--- src/rtl/ps2_tx_arbiter_if.sv ---
// rtl/ps2_tx_arbiter_if.sv - byte-stream inputs, FIFO status and PS/2 bus outputs of ps2_tx_arbiter
interface ps2_tx_arbiter_if;
    logic [7:0] kbd_data;
    logic       kbd_wr;
    logic [7:0] mouse_data;
    logic       mouse_wr;
    logic       kbd_full;
    logic       mouse_full;
    logic       kbd_ovf;
    logic       mouse_ovf;
    logic       busy;
    logic       ps2_kbd_clk;
    logic       ps2_kbd_data;
    logic       ps2_mouse_clk;
    logic       ps2_mouse_data;

    modport master (
        output kbd_data, kbd_wr, mouse_data, mouse_wr,
        input  kbd_full, mouse_full, kbd_ovf, mouse_ovf, busy,
        input  ps2_kbd_clk, ps2_kbd_data, ps2_mouse_clk, ps2_mouse_data
    );

    modport slave (
        input  kbd_data, kbd_wr, mouse_data, mouse_wr,
        output kbd_full, mouse_full, kbd_ovf, mouse_ovf, busy,
        output ps2_kbd_clk, ps2_kbd_data, ps2_mouse_clk, ps2_mouse_data
    );
endinterface

--- src/rtl/ps2_tx_arbiter.sv ---
// rtl/ps2_tx_arbiter.sv - keyboard/mouse FIFOs sharing one PS/2 device-side serializer, round-robin per byte
// Define PS2_MOUSE_PKT_LOCK_EN to keep each 3-byte mouse packet contiguous.
module ps2_tx_arbiter #(
    parameter int FIFO_BITS = 3,
    parameter int CLK_DIV   = 16
) (
    input logic             clk,
    input logic             reset,
    ps2_tx_arbiter_if.slave bus
);
    localparam int DEPTH = 1 << FIFO_BITS;
    localparam int CW    = $clog2(4 * CLK_DIV);
    localparam logic [CW-1:0]      HALF       = CW'(CLK_DIV);
    localparam logic [CW-1:0]      BIT_LAST   = CW'(2 * CLK_DIV - 1);
    localparam logic [CW-1:0]      GUARD_LAST = CW'(4 * CLK_DIV - 1);
    localparam logic [FIFO_BITS:0] FULL_CNT   = (FIFO_BITS + 1)'(DEPTH);
    localparam logic               SRC_KBD    = 1'b0;
    localparam logic               SRC_MOUSE  = 1'b1;

    typedef enum logic [1:0] {IDLE, FRAME, GUARD} state_t;

    // Index 0 is the keyboard stream, index 1 the mouse stream.
    logic [1:0]           wr, full, push, pop, nonempty, ovf;
    logic [7:0]           din [2];
    logic [7:0]           mem [2][DEPTH];
    logic [FIFO_BITS-1:0] wp  [2];
    logic [FIFO_BITS-1:0] rp  [2];
    logic [FIFO_BITS:0]   cnt [2];

    state_t      state;
    logic [10:0] shreg;
    logic [3:0]  bit_idx;
    logic [CW-1:0] div_cnt;
    logic        sel;
    logic        last_grant;
    logic        busy_q;
    logic        kbd_clk_q, kbd_dat_q, mouse_clk_q, mouse_dat_q;
    logic        grant_valid;
    logic        grant_src;
    logic [7:0]  grant_byte;
    logic        bit_clk;
    logic        lock;

    assign wr     = {bus.mouse_wr, bus.kbd_wr};
    assign din[0] = bus.kbd_data;
    assign din[1] = bus.mouse_data;

    always_comb begin
        full     = '0;
        nonempty = '0;
        push     = '0;
        for (int i = 0; i < 2; i++) begin
            full[i]     = (cnt[i] == FULL_CNT);
            nonempty[i] = (cnt[i] != '0);
            push[i]     = wr[i] & ~full[i];
        end
    end

    // A write that meets a full FIFO is dropped even if a pop frees a slot on the same edge.
    always_ff @(posedge clk or posedge reset) begin
        if (reset) begin
            for (int i = 0; i < 2; i++) begin
                wp[i]  <= '0;
                rp[i]  <= '0;
                cnt[i] <= '0;
            end
            ovf <= '0;
        end else begin
            for (int i = 0; i < 2; i++) begin
                if (push[i]) wp[i] <= wp[i] + 1'b1;
                if (pop[i])  rp[i] <= rp[i] + 1'b1;
                if (push[i] && !pop[i])      cnt[i] <= cnt[i] + 1'b1;
                else if (!push[i] && pop[i]) cnt[i] <= cnt[i] - 1'b1;
                if (wr[i] && full[i]) ovf[i] <= 1'b1;
            end
        end
    end

    always_ff @(posedge clk) begin
        for (int i = 0; i < 2; i++) begin
            if (push[i]) mem[i][wp[i]] <= din[i];
        end
    end

`ifdef PS2_MOUSE_PKT_LOCK_EN
    logic [1:0] pkt_cnt;

    always_ff @(posedge clk or posedge reset) begin
        if (reset) begin
            lock    <= 1'b0;
            pkt_cnt <= 2'd0;
        end else if (grant_valid && grant_src == SRC_MOUSE) begin
            if (!lock) begin
                lock    <= 1'b1;
                pkt_cnt <= 2'd1;
            end else if (pkt_cnt == 2'd2) begin
                lock    <= 1'b0;
                pkt_cnt <= 2'd0;
            end else begin
                pkt_cnt <= pkt_cnt + 1'b1;
            end
        end
    end
`else
    assign lock = 1'b0;
`endif

    always_comb begin
        grant_valid = 1'b0;
        grant_src   = SRC_KBD;
        pop         = '0;
        if (state == IDLE) begin
            if (lock) begin
                grant_valid = nonempty[1];
                grant_src   = SRC_MOUSE;
            end else if (&nonempty) begin
                grant_valid = 1'b1;
                grant_src   = ~last_grant;
            end else if (nonempty[0]) begin
                grant_valid = 1'b1;
                grant_src   = SRC_KBD;
            end else if (nonempty[1]) begin
                grant_valid = 1'b1;
                grant_src   = SRC_MOUSE;
            end
        end
        if (grant_valid) pop[grant_src] = 1'b1;
    end

    assign grant_byte = mem[grant_src][rp[grant_src]];
    assign bit_clk    = (div_cnt < HALF);

    // Bus outputs are registered from the current state, so they trail the FSM by one cycle.
    always_ff @(posedge clk or posedge reset) begin
        if (reset) begin
            state       <= IDLE;
            shreg       <= '1;
            bit_idx     <= '0;
            div_cnt     <= '0;
            sel         <= SRC_KBD;
            last_grant  <= SRC_MOUSE;
            busy_q      <= 1'b0;
            kbd_clk_q   <= 1'b1;
            kbd_dat_q   <= 1'b1;
            mouse_clk_q <= 1'b1;
            mouse_dat_q <= 1'b1;
        end else begin
            case (state)
                IDLE: begin
                    busy_q      <= 1'b0;
                    kbd_clk_q   <= 1'b1;
                    kbd_dat_q   <= 1'b1;
                    mouse_clk_q <= 1'b1;
                    mouse_dat_q <= 1'b1;
                    if (grant_valid) begin
                        shreg      <= {1'b1, ~^grant_byte, grant_byte, 1'b0};
                        sel        <= grant_src;
                        last_grant <= grant_src;
                        bit_idx    <= '0;
                        div_cnt    <= '0;
                        state      <= FRAME;
                    end
                end
                FRAME: begin
                    busy_q      <= 1'b1;
                    kbd_clk_q   <= (sel == SRC_KBD)   ? bit_clk  : 1'b1;
                    kbd_dat_q   <= (sel == SRC_KBD)   ? shreg[0] : 1'b1;
                    mouse_clk_q <= (sel == SRC_MOUSE) ? bit_clk  : 1'b1;
                    mouse_dat_q <= (sel == SRC_MOUSE) ? shreg[0] : 1'b1;
                    if (div_cnt == BIT_LAST) begin
                        div_cnt <= '0;
                        shreg   <= {1'b1, shreg[10:1]};
                        if (bit_idx == 4'd10) state <= GUARD;
                        else bit_idx <= bit_idx + 1'b1;
                    end else begin
                        div_cnt <= div_cnt + 1'b1;
                    end
                end
                GUARD: begin
                    kbd_clk_q   <= 1'b1;
                    kbd_dat_q   <= 1'b1;
                    mouse_clk_q <= 1'b1;
                    mouse_dat_q <= 1'b1;
                    if (div_cnt == GUARD_LAST) begin
                        busy_q <= 1'b0;
                        state  <= IDLE;
                    end else begin
                        busy_q  <= 1'b1;
                        div_cnt <= div_cnt + 1'b1;
                    end
                end
                default: state <= IDLE;
            endcase
        end
    end

    assign bus.kbd_full       = full[0];
    assign bus.mouse_full     = full[1];
    assign bus.kbd_ovf        = ovf[0];
    assign bus.mouse_ovf      = ovf[1];
    assign bus.busy           = busy_q;
    assign bus.ps2_kbd_clk    = kbd_clk_q;
    assign bus.ps2_kbd_data   = kbd_dat_q;
    assign bus.ps2_mouse_clk  = mouse_clk_q;
    assign bus.ps2_mouse_data = mouse_dat_q;
endmodule

--- src/flat_wrapper.sv ---
// flat-port wrapper written by rule: the top's interface ports become plain ports
module ps2_tx_arbiter_flat 
#(
    parameter int FIFO_BITS = 3,
    parameter int CLK_DIV   = 16
)
  (clk, reset, bus_kbd_data, bus_kbd_wr, bus_mouse_data, bus_mouse_wr, bus_kbd_full, bus_mouse_full, bus_kbd_ovf, bus_mouse_ovf, bus_busy, bus_ps2_kbd_clk, bus_ps2_kbd_data, bus_ps2_mouse_clk, bus_ps2_mouse_data);
  ps2_tx_arbiter_if bus_i ();
  input logic clk;
  input logic reset;
  input wire logic [$bits(bus_i.kbd_data)-1:0] bus_kbd_data;
  input wire logic [$bits(bus_i.kbd_wr)-1:0] bus_kbd_wr;
  input wire logic [$bits(bus_i.mouse_data)-1:0] bus_mouse_data;
  input wire logic [$bits(bus_i.mouse_wr)-1:0] bus_mouse_wr;
  output wire logic [$bits(bus_i.kbd_full)-1:0] bus_kbd_full;
  output wire logic [$bits(bus_i.mouse_full)-1:0] bus_mouse_full;
  output wire logic [$bits(bus_i.kbd_ovf)-1:0] bus_kbd_ovf;
  output wire logic [$bits(bus_i.mouse_ovf)-1:0] bus_mouse_ovf;
  output wire logic [$bits(bus_i.busy)-1:0] bus_busy;
  output wire logic [$bits(bus_i.ps2_kbd_clk)-1:0] bus_ps2_kbd_clk;
  output wire logic [$bits(bus_i.ps2_kbd_data)-1:0] bus_ps2_kbd_data;
  output wire logic [$bits(bus_i.ps2_mouse_clk)-1:0] bus_ps2_mouse_clk;
  output wire logic [$bits(bus_i.ps2_mouse_data)-1:0] bus_ps2_mouse_data;
  assign bus_i.kbd_data = bus_kbd_data;
  assign bus_i.kbd_wr = bus_kbd_wr;
  assign bus_i.mouse_data = bus_mouse_data;
  assign bus_i.mouse_wr = bus_mouse_wr;
  assign bus_kbd_full = bus_i.kbd_full;
  assign bus_mouse_full = bus_i.mouse_full;
  assign bus_kbd_ovf = bus_i.kbd_ovf;
  assign bus_mouse_ovf = bus_i.mouse_ovf;
  assign bus_busy = bus_i.busy;
  assign bus_ps2_kbd_clk = bus_i.ps2_kbd_clk;
  assign bus_ps2_kbd_data = bus_i.ps2_kbd_data;
  assign bus_ps2_mouse_clk = bus_i.ps2_mouse_clk;
  assign bus_ps2_mouse_data = bus_i.ps2_mouse_data;
  ps2_tx_arbiter #(.FIFO_BITS(FIFO_BITS), .CLK_DIV(CLK_DIV)) u_core (.clk(clk), .reset(reset), .bus(bus_i));
endmodule
--- config.mk ---
export PLATFORM = sky130hd
export DESIGN_NAME = ps2_tx_arbiter_flat
export DESIGN_NICKNAME = d
export VERILOG_FILES = /design/src/rtl/ps2_tx_arbiter_if.sv /design/src/rtl/ps2_tx_arbiter.sv /design/src/flat_wrapper.sv
export SDC_FILE = /design/constraint.sdc
export NUM_CORES = 1
export LEC_CHECK = 0
export BUFFER_PORTS_ARGS = -buffer_cell sky130_fd_sc_hd__buf_4
export CELL_PAD_IN_SITES_DETAIL_PLACEMENT = 1
export CELL_PAD_IN_SITES_GLOBAL_PLACEMENT = 2
export CORE_MARGIN = 3
export CORE_UTILIZATION = 41
export DETAILED_ROUTE_END_ITERATION = 6
export GPL_TIMING_DRIVEN = 0
export PLACE_DENSITY = 0.78
export SYNTH_ARGS = -nofsm -noshare
export SYNTH_HDL_FRONTEND = slang
export SYNTH_SLANG_ARGS = --single-unit
--- constraint.sdc ---
create_clock -name clk -period 2.6 [get_ports clk]
set_clock_uncertainty 0.05 [all_clocks]
set_input_delay 0.13 -clock clk [delete_from_list [all_inputs] [get_ports clk]]
set_output_delay 0.13 -clock clk [all_outputs]
set_load 0.05 [all_outputs]
### Word level (Yosys, flattened, before mapping)

Memories as Yosys holds them, arrays and structs flattened.
Index checks and enable logic that the tools add are counted.

* add/subtract/negate cells: 10
* multiply operators: 0
* divide/modulo/power cells: 0
* $lt $le $gt $ge: 9
* equality and inequality tests: 13
* shift-type cells: 0
* mux-type cells: 54
* bitwise operators: 9
* reduce and logical (&&, ||, !) cells: 29

Operator list (number)
* 64-bit 2-to-1 mux: 2
* 8-bit demux with 3-bit select: 2
* 8-bit 2-to-1 mux: 4
* 4-bit 2-to-1 mux: 7
* 8-bit binary-select mux with 3-bit select: 1
* 11-bit 2-to-1 mux: 2
* 11-bit case mux with 2 select lines: 1
* 6-bit 2-to-1 mux: 3
* 6-bit case mux with 3 select lines: 1
* 1-bit 2-to-1 mux: 15
* 3-bit by 1-bit adder with 3-bit output, second input constant: 4
* 4-bit by 1-bit adder with 4-bit output, second input constant: 3
* 4-bit == test, second input constant: 3
* 4-bit >= comparator, second input constant: 3
* 3-bit inverter with 4-bit output: 3
* 2-bit 2-to-1 mux: 5
* 1-bit logical AND: 9
* 3-bit 2-to-1 mux: 3
* 4-bit by 1-bit less-than comparator with 1-bit output, second input constant: 2
* 2-bit by 1-bit != test with 1-bit output, second input constant: 4
* 1-bit case mux with 2 select lines: 4
* 4-bit case mux with 2 select lines: 1
* 4-bit AND reduction: 2
* 2-bit nonzero test: 4
* 25 further kinds: 36

* flip-flop bits (word level): 52
* bits in latches: 0
* memory bits (writable): 128
* ROM bits: 0
* input bits: 20
* output and inout port bits: 9
* memories: 1

Memories
* u_core.mem: depth 2, bits a word 64, read ports 1, clocked after Yosys merged registers in 0, wr ports 2, RTL line ps2_tx_arbiter.sv:25 `logic [7:0] mem [2][DEPTH];`

### Depth between registers and ports, before layout

Gate-level depths: netlist of run 1.

* depth after elaboration: 16
* depth in mapped cells: 14

### Worst setup path after synthesis of run 1

Ideal clock, no wire load.

* kind: reg-to-reg
* from: reg u_core.cnt[0] in the netlist's numbering
* to: reg u_core.cnt[3] in the netlist's numbering
* setup time: 125 ps
* arrival time: 3987 ps
* data required time: 2425 ps
* setup slack: -1562 ps
* cell stages (with the launch flop): 13
* path buffers: 1
* path through: dfrtp_1 nor4b_1 nand2b_1 clkbuf_1 inv_1 ha_1 inv_1 ha_1 a21o_1 a21oi_1 xnor2_1 nor2_1 xor2_1

RTL lines
* start: declaration: RTL line ps2_tx_arbiter.sv:28 `logic [FIFO_BITS:0] cnt [2];`
* start signal: indexed assignment: RTL line ps2_tx_arbiter.sv:72 `if (push[i] && !pop[i]) cnt[i] <= cnt[i] + 1'b1;`
* start signal: indexed assignment: RTL line ps2_tx_arbiter.sv:73 `else if (!push[i] && pop[i]) cnt[i] <= cnt[i] - 1'b1;`
* 4-bit == test *: RTL line ps2_tx_arbiter.sv:53 `full[i] = (cnt[i] == FULL_CNT);`
* named net bus_mouse_full: RTL line flat_wrapper.sv:16 `output wire logic [$bits(bus_i.mouse_full)-1:0] bus_mouse_full;`
* 1-bit inverter *: RTL line ps2_tx_arbiter.sv:55 `push[i] = wr[i] & ~full[i];`
* 1-bit bitwise AND *: RTL line ps2_tx_arbiter.sv:55
* named net u_core.push[1]: RTL line ps2_tx_arbiter.sv:23 `logic [1:0] wr, full, push, pop, nonempty, ovf;`
* 1-bit logical NOT: RTL line ps2_tx_arbiter.sv:73
* 1-bit logical AND: RTL line ps2_tx_arbiter.sv:73
* 2-bit nonzero test (no line)

The timed path passes the listed nets; every way through them passes the cells marked *. The select of a mux whose other input is x is not followed.
A chain may end at the register's enable or synchronous reset.

### Worst setup path after layout of run 1

* from: reg u_core.cnt[3] in the netlist's numbering
* to: reg u_core.cnt[7] in the netlist's numbering

* word-level cells in the longest chain between the ends: 13

Ends and longest elaborated chain
* 4-bit nonzero test *: RTL line ps2_tx_arbiter.sv:54 `nonempty[i] = (cnt[i] != '0);`
* 1-bit 2-to-1 mux: RTL line ps2_tx_arbiter.sv:122 `end else if (nonempty[1]) begin`
* 1-bit 2-to-1 mux: RTL line ps2_tx_arbiter.sv:119 `end else if (nonempty[0]) begin`
* 1-bit 2-to-1 mux: RTL line ps2_tx_arbiter.sv:116 `end else if (&nonempty) begin`
* 1-bit 2-to-1 mux: RTL line ps2_tx_arbiter.sv:112 `if (state == IDLE) begin`
* 1-bit by 2-bit less-than comparator with 1-bit output (implied by the code) / 1-bit >= comparator (equally long branches): RTL line ps2_tx_arbiter.sv:127 `if (grant_valid) pop[grant_src] = 1'b1;`
* 1-bit logical AND (implied by the code): RTL line ps2_tx_arbiter.sv:127
* 1-bit 2-to-1 mux (implied by the code): RTL line ps2_tx_arbiter.sv:127
* 1-bit demux with 1-bit select
* 2-bit 2-to-1 mux *: RTL line ps2_tx_arbiter.sv:127
* 1-bit logical NOT: RTL line ps2_tx_arbiter.sv:72
* 1-bit logical AND: RTL line ps2_tx_arbiter.sv:72
* 4-bit 2-to-1 mux / 2-bit nonzero test (equally long branches)

Mark *: on every way between the ends. The rest lies on a longest branch, timed or not.

==> summary.md, run 1 <==
| Metric | Value |
|---|---|
| Status | `finished, final reports clean` |
| # clock sinks | `179` |
| Slack of the critical path | `around 0.0059 ns` |
| Reg2Reg Depth | `13` |
| Sequential element share of the synthesized area | `0.607` |
| Post-place setup slack | `-0.438 ns` |
| Overall power | `slightly below 10000 µW` |
| RSZ-0062 raised after global routing | `true` |
| Mapped Avg Cell Area | `around 15 µm²` |
| Post-route cell area | `between 10000 and 15000 µm²` |
| Post-synth net total | `611` |
| First-pass GRT wire length | `30700 µm` |
| Most used cell along the critical path | `ha_4` |
| Clock Tree Root | `clkbuf_16` |
| Post-synth cell types | `53` |
| Worst-path clk slew | `around 0.07 ns` |
| Achievable frequency | `385 MHz` |
| CTS tree | `done` |
| Total GRT Usage | `0.182` |
| Final ANT Viol Nets | `0` |
| Antenna violations before repair | `0` |
| Crit. End Element | `flop` |
| Yosys reg bits | `~180` |
| Maximum capacitance violations | `0` |
| Crit-path cells | `nor4_4, nand2b_4, a21oi_4, nor2_4, inv_2, ha_4, inv_4, ha_4, a21o_1, a21oi_2, xnor2_1, nor2_1, xor2_1` |
| Worst slew pin tran | `~1 ns` |
| FP Rows | `51` |
| Routability Congestion | `around 0.78` |
| Routed WL per cell | `between 20 and 25 µm` |
| Final Hold Viols | `0` |
| Worst Path Max Fanout | `5` |
| Power Density | `approximately 950 nW/µm²` |
| Clock buffer depth | `2` |
| Die width | `about 150 µm` |
| Die span in y | `about 150 µm` |
| GRT overflow | `0` |
| Family with the most delay on the worst path | `simple AND/OR/NAND/NOR gates` |
| Crit Path Category | `flop to flop` |
| Final wirelength | `about 19000 µm` |
| Vias in the first global route | `roughly 5500` |
| Final HPWL from detailed placement | `roughly 13000 µm` |
| Synth Flop Type | `edfxtp_1` |
| EDFF count, synth | `128` |
| Critical Path Start Type | `flop` |
| Fill cells | `1912` |
| YS warnings | `0` |
| Hold_ws | `about 0.15 ns` |
| Gate count after technology mapping | `approximately 570` |
| Max-slew violation count | `0` |
| Final min period | `approximately 2.6 ns` |
| CORE AREA | `slightly below 20000 µm²` |
| Share of the synthesized area in the top cell type | `0.454` |
| Critical path arrival | `about 2.9 ns` |
| Stages on worst setup path | `13` |
| Top cells by area, synth | `edfxtp_1 (45%), dfrtp_1 (11%), mux4_2 (9.8%), xnor2_1 (4.8%), dfstp_2 (4.7%)` |
| Final setup vio count | `0` |
| CTS HTree Levels | `4` |
| Final nets | `around 700` |
| Initial Util | `0.426` |
| Area Growth Syn to Fin | `19.5%` |
| ANT cells | `0` |
| Critical Path RT | `roughly 2.9 ns` |
| DR vias | `around 5000` |
| Leakage Power | `0.00356 µW` |
| IO Pins | `29` |
| CP max-delay cell | `dfrtp_1` |
| Fin crit share | `0.998` |
| Initial DRC Count | `approximately 400` |
| CTS Buf Count | `17` |
| Die area | `about 22000 µm²` |
| Cell area after synthesis | `between 8000 and 9000 µm²` |
| Layout cells sized above 1 | `0.282` |
| Ys async rst share | `0.285` |
| WP buf/inv | `2` |
| Leading area contributor after synthesis | `edfxtp_1` |
| CP peak stage delay | `about 0.43 ns` |
| Via density | `~5.3` |
| Hold Path Class | `primary input to asynchronous set/reset pin` |
| Drt first pass iters | `4` |
| Clk Latency, worst-skew pair | `roughly 0.43 ns` |
| Peak VDD IR | `just under 500 µV` |
| Number of remaining DRC errors | `0` |
| Port Buffers | `28` |
| Relative slew margins | `0.342` |
| Cell Area, Placed | `just over 9000 µm²` |
| Largest net degree at the start of global routing | `42` |
## flip-flops by register name, summed over array words and instances, names as in the netlist, 2 cells and up
name            flops
u_core.bit_idx      4
u_core.rp           6
u_core.cnt          8
u_core.shreg       10
u_core.mem        128
u_core.wp           6
u_core.state        2
u_core.ovf          2
u_core.div_cnt      6
## metrics by stage
step	util	instances	setup TNS (ns)
after floorplan	-	571	-0.115
after global placement	0.460	864	-8.94
after detailed placement	0.464	868	-2.10
after CTS	0.508	928	-0.0364
after global routing	0.510	929	-0.210
final	0.510	929	0
## layout make-up
| cell class | instances | area, µm² | share of cell area |
|---|---|---|---|
| buffer | 21 | 144 | 0.0142 |
| clock buffer | 18 | 429 | 0.0424 |
| clock inverter | 14 | 140 | 0.0139 |
| inverter | 17 | 76.3 | 0.00754 |
| multi-input combinational | 352 | 3310 | 0.327 |
| sequential | 179 | 5140 | 0.508 |
| tap | 265 | 332 | 0.0328 |
| timing repair buffer | 63 | 546 | 0.0539 |
## worst reg2reg max path: cells and delay by family (launching register included)
kind | cells | cell delay (ns)
xor gates and xnor gates | 2 | 0.28
DFF | 1 | 0.43
adders and majority gates | 2 | 0.36
buffers and inverters | 2 | 0.14
AOI/OAI and AO/OA | 3 | 0.35
and+or+nand+nor | 4 | 0.87
## Yosys cell counts, types with 7 or more instances
cell      number
buf_2          8
nand2b_1       9
o21ai_0       26
dfrtp_1       36
a21oi_1       17
a211oi_1      12
xor2_1        25
ha_1          18
edfxtp_1     128
nor2_1        27
inv_1         16
xnor2_1       46
nand2_1       38
nor3_1        12
clkbuf_1       7
mux4_2        37
mux2i_1       14
dfstp_2       15
## power breakdown
group | switching (µW) | internal [µW] | total [µW]
Sequential | 507 | 3800 | 4300
Clock | 1170 | 1350 | 2520
Combinational | 1450 | 1340 | 2790
Total | 3120 | 6490 | 9610
## per-layer routing
metal / routed length, µm / share of wire / vias to the layer above / global-route usage
li1: - / - / 2321 / -
met3: 377 / 0.020 / 13 / 0.0363
met5: 0 / 0 / - / 0
met4: 156 / 0.0083 / 0 / 0.0375
met2: 9770 / 0.52 / 53 / 0.314
met1: 8550 / 0.45 / 2583 / 0.242
## cells by family after synthesis
| logic type | synth area share |
|---|---|
| simple gates | 0.0643 |
| flops | 0.607 |
| compound gates | 0.0603 |
| xor+xnor | 0.0754 |
| fa+ha+maj | 0.0313 |
| mux | 0.138 |
| buf+inv | 0.0238 |
## cell usage in the layout, fill, tap and decap left out, types with 4 or more instances in the layout
master	synthesis	routed
ha_4	0	4
mux2_2	6	6
nor2b_1	6	6
dfrtp_1	36	32
nand3_1	6	6
edfxtp_1	128	128
xnor2_1	46	46
clkbuf_1	7	4
o21ai_0	26	26
mux4_2	37	37
dfrtp_2	0	4
dfstp_2	15	15
buf_2	8	7
mux2i_1	14	14
a211oi_1	12	12
inv_6	0	7
nand2b_1	9	7
nor3_2	0	6
ha_1	18	13
nor3_1	12	6
a21o_1	4	4
dlygate4sd3_1	0	19
nor2_1	27	26
clkbuf_16	0	17
nand2_1	38	38
buf_4	5	47
o21ai_1	4	4
xor2_1	25	25
inv_1	16	11
a21oi_1	17	15
## worst paths after layout
| check | to | slack, ns | from |
|---|---|---|---|
| min in group clk | u_core.ovf[0]$_DFFE_PP0P_ | 0.41 | bus_kbd_wr |
| max in group asynchronous | u_core.shreg[3]$_DFFE_PP1P_ | 1.77 | reset |
| min | u_core.wp[5]$_DFFE_PP0P_ | 0.15 | reset |
| max | u_core.cnt[7]$_DFFE_PP0P_ | 0.006 | u_core.cnt[3]$_DFFE_PP0P_ |
| max reg2reg | u_core.cnt[7]$_DFFE_PP0P_ | 0.006 | u_core.cnt[3]$_DFFE_PP0P_ |
| min reg2reg | u_core.ovf[0]$_DFFE_PP0P_ | 0.41 | u_core.ovf[0]$_DFFE_PP0P_ |
## what timing repair did
action                                 CTS  global route
pin swaps                                2             3
resized for setup                       11             5
setup endpoints to repair               22            13
endpoints found under the hold margin  167             0
buffers inserted                        10             2
hold buffers                            19             0
Power figures use the tool's default switching activity.
==> run 2, diff against run 1 <==
CORE_ASPECT_RATIO = 1.2   (was not set)
==> run 2 against run 1 <==
Cell count up 0.22%. Sequential power about the same. Utilization up 0.20 points. Wire length down 2.4%. Critical path depth down 1. Largest power group unchanged.
==> summary.md, run 2 (synthesis results as in run 1) <==
| Metric | Value |
|---|---|
| Status | `finished, final reports clean` |
| Worst Path Max Fanout | `3` |
| Family with the most delay on the worst path | `simple AND/OR/NAND/NOR gates` |
| ANT cells | `0` |
| Port Buffers | `28` |
| Final Hold Viols | `0` |
| Final HPWL from detailed placement | `about 13000 µm` |
| Sw frac | `0.334` |
| Commonest non-fill, non-tap cell in the layout | `edfxtp_1` |
| Clk Latency, worst-skew pair | `0.44 ns` |
| Placed Cells | `864` |
| Max FFs per register | `about 130` |
| Gate power share | `0.291` |
| Relative slew margins | `0.374` |
| Crit-path cells | `or4_4, a21oi_4, buf_12, inv_6, ha_4, inv_4, ha_4, a21o_1, a21oi_2, xnor2_1, nor2_1, xor2_1` |
| Int Pwr | `around 6500 µW` |
| Post-route cell area | `between 10000 and 15000 µm²` |
| Die span in y | `between 150 and 200 µm` |
| Vias in the first global route | `5455` |
| WP buf/inv | `3` |
| CTS HTree Levels | `4` |
| Clock buffer depth | `2` |
| Clock power share | `0.264` |
| Antenna violations before repair | `0` |
| Routed WL per cell | `19.8 µm` |
| Final wirelength | `~18000 µm` |
| Critical Path Start Type | `flop` |
| Sequential Power Share | `0.446` |
| # clock sinks | `approximately 180` |
| Die area | `22400 µm²` |
| Hold Path Class | `primary input to asynchronous set/reset pin` |
| IO Pins | `29` |
| Overall power | `9700 µW` |
| Largest net degree at the start of global routing | `42` |
| Maximum capacitance violations | `0` |
| Max-slew violation count | `0` |
| Layout cells sized above 1 | `0.293` |
| Achievable frequency | `roughly 390 MHz` |
| Final min period | `around 2.6 ns` |
| Cell Area, Placed | `~9000 µm²` |
| Most frequent cells in the layout | `edfxtp_1 (128), buf_4 (51), xnor2_1 (46)` |
| Post-Layout Cell Count | `between 900 and 1000` |
| First-pass GRT wire length | `between 20000 and 30000 µm` |
| Sum Neg Setup Slack | `0 ns` |
| Die width | `137 µm` |
| Area Growth Syn to Fin | `20.3%` |
| Clock Tree Root | `clkbuf_16` |
| Critical path arrival | `approximately 2.9 ns` |
| Via density | `5.35` |
| CORE AREA | `~20000 µm²` |
| RSZ-0062 raised after global routing | `true` |
| Final ANT Viol Nets | `0` |
| Final nets | `between 600 and 700` |
| FP Rows | `56` |
| Initial Util | `0.425` |
| Worst slew pin tran | `0.935 ns` |
| CTS tree | `done` |
| Peak VDD IR | `488 µV` |
| DR vias | `roughly 5000` |
| Initial DRC Count | `300` |
| CTS Buf Count | `17` |
| Slack of the critical path | `between 0.005 and 0.006 ns` |
| Final setup vio count | `0` |
| CP peak stage delay | `around 0.56 ns` |
| Crit Path Category | `flop to flop` |
| Total GRT Usage | `0.174` |
| Drt first pass iters | `7` |
| Crit. End Element | `flop` |
| Fin crit share | `0.998` |
| Power Density | `952 nW/µm²` |
| Worst-path clk slew | `~0.070 ns` |
| Post-place setup slack | `-0.408 ns` |
| Critical Path RT | `between 2 and 3 ns` |
| Leakage Power | `0.00359 µW` |
| Most used cell along the critical path | `ha_4` |
| Routability Congestion | `between 0.7 and 0.8` |
| Switch Pwr | `about 3200 µW` |
| CP max-delay cell | `or4_4` |
| GRT overflow | `0` |
| Number of remaining DRC errors | `0` |
[run 2: path summary, 6_finish.rpt]
path	start	to	slack, ns	cells past startpoint
max	u_core.cnt[6]$_DFFE_PP0P_	u_core.cnt[3]$_DFFE_PP0P_	0.006	12
min	reset	u_core.cnt[3]$_DFFE_PP0P_	0.14	3
max reg2reg	u_core.cnt[6]$_DFFE_PP0P_	u_core.cnt[3]$_DFFE_PP0P_	0.006	12
min reg2reg	u_core.ovf[0]$_DFFE_PP0P_	u_core.ovf[0]$_DFFE_PP0P_	0.41	1
max in group asynchronous	reset	u_core.shreg[3]$_DFFE_PP1P_	1.81	4
min in group clk	bus_kbd_wr	u_core.ovf[0]$_DFFE_PP0P_	0.40	3
[run 2: power by group through the flow]
| stage | combinational (µW) | sequential, µW | clock, µW |
|---|---|---|---|
| after floorplan | 1850 | 4380 | 0 |
| after global placement | 2510 | 4330 | 0 |
| after detailed placement | 2660 | 4390 | 0 |
| after CTS | 2820 | 4320 | 2630 |
| after global routing | 3110 | 4410 | 2760 |
| final | 2820 | 4320 | 2560 |
[run 2: per-stage QoR]
stage | utilization | hold WS [ns]
after detailed placement | 0.462 | 0.0466
after floorplan | - | 0.179
after global placement | 0.459 | 0.288
after global routing | 0.512 | 0.145
after CTS | 0.508 | 0.128
final | 0.512 | 0.135
[run 2: layer usage]
| metal | routed length [µm] | share of wire | up-vias | track usage |
|---|---|---|---|---|
| li1 | - | - | 2327 | - |
| met1 | 7700 | 0.42 | 2578 | 0.214 |
| met2 | 10100 | 0.55 | 57 | 0.311 |
| met3 | 435 | 0.024 | 16 | 0.0314 |
| met4 | 180 | 0.0098 | 0 | 0.0504 |
| met5 | 0 | 0 | - | 0 |
[run 2: worst reg2reg max path: cells and delay by family (launching register included)]
family          cells  cell delay, ns
simple gates        2            0.63
compound gates      3            0.52
flops               1            0.42
fa+ha+maj           2            0.34
xor+xnor            2            0.27
buf+inv             3            0.25
[run 2: repair_timing]
item / CTS / global route
pin swaps: 8 / 5
setup buffers: 11 / 6
hold endpoints to repair: 166 / 0
hold buffers: 19 / 0
endpoints found under the setup margin: 22 / 15
resized for setup: 12 / 8
[run 2: cell type report]
cell class                 count  area, µm²
clock buffer                  17        425
sequential                   179       5150
multi-input combinational    352       3310
fill                        1959       9720
clock inverter                15        173
timing repair buffer          68        581
inverter                      17       76.3
buffer                        22        148
tap                          261        327
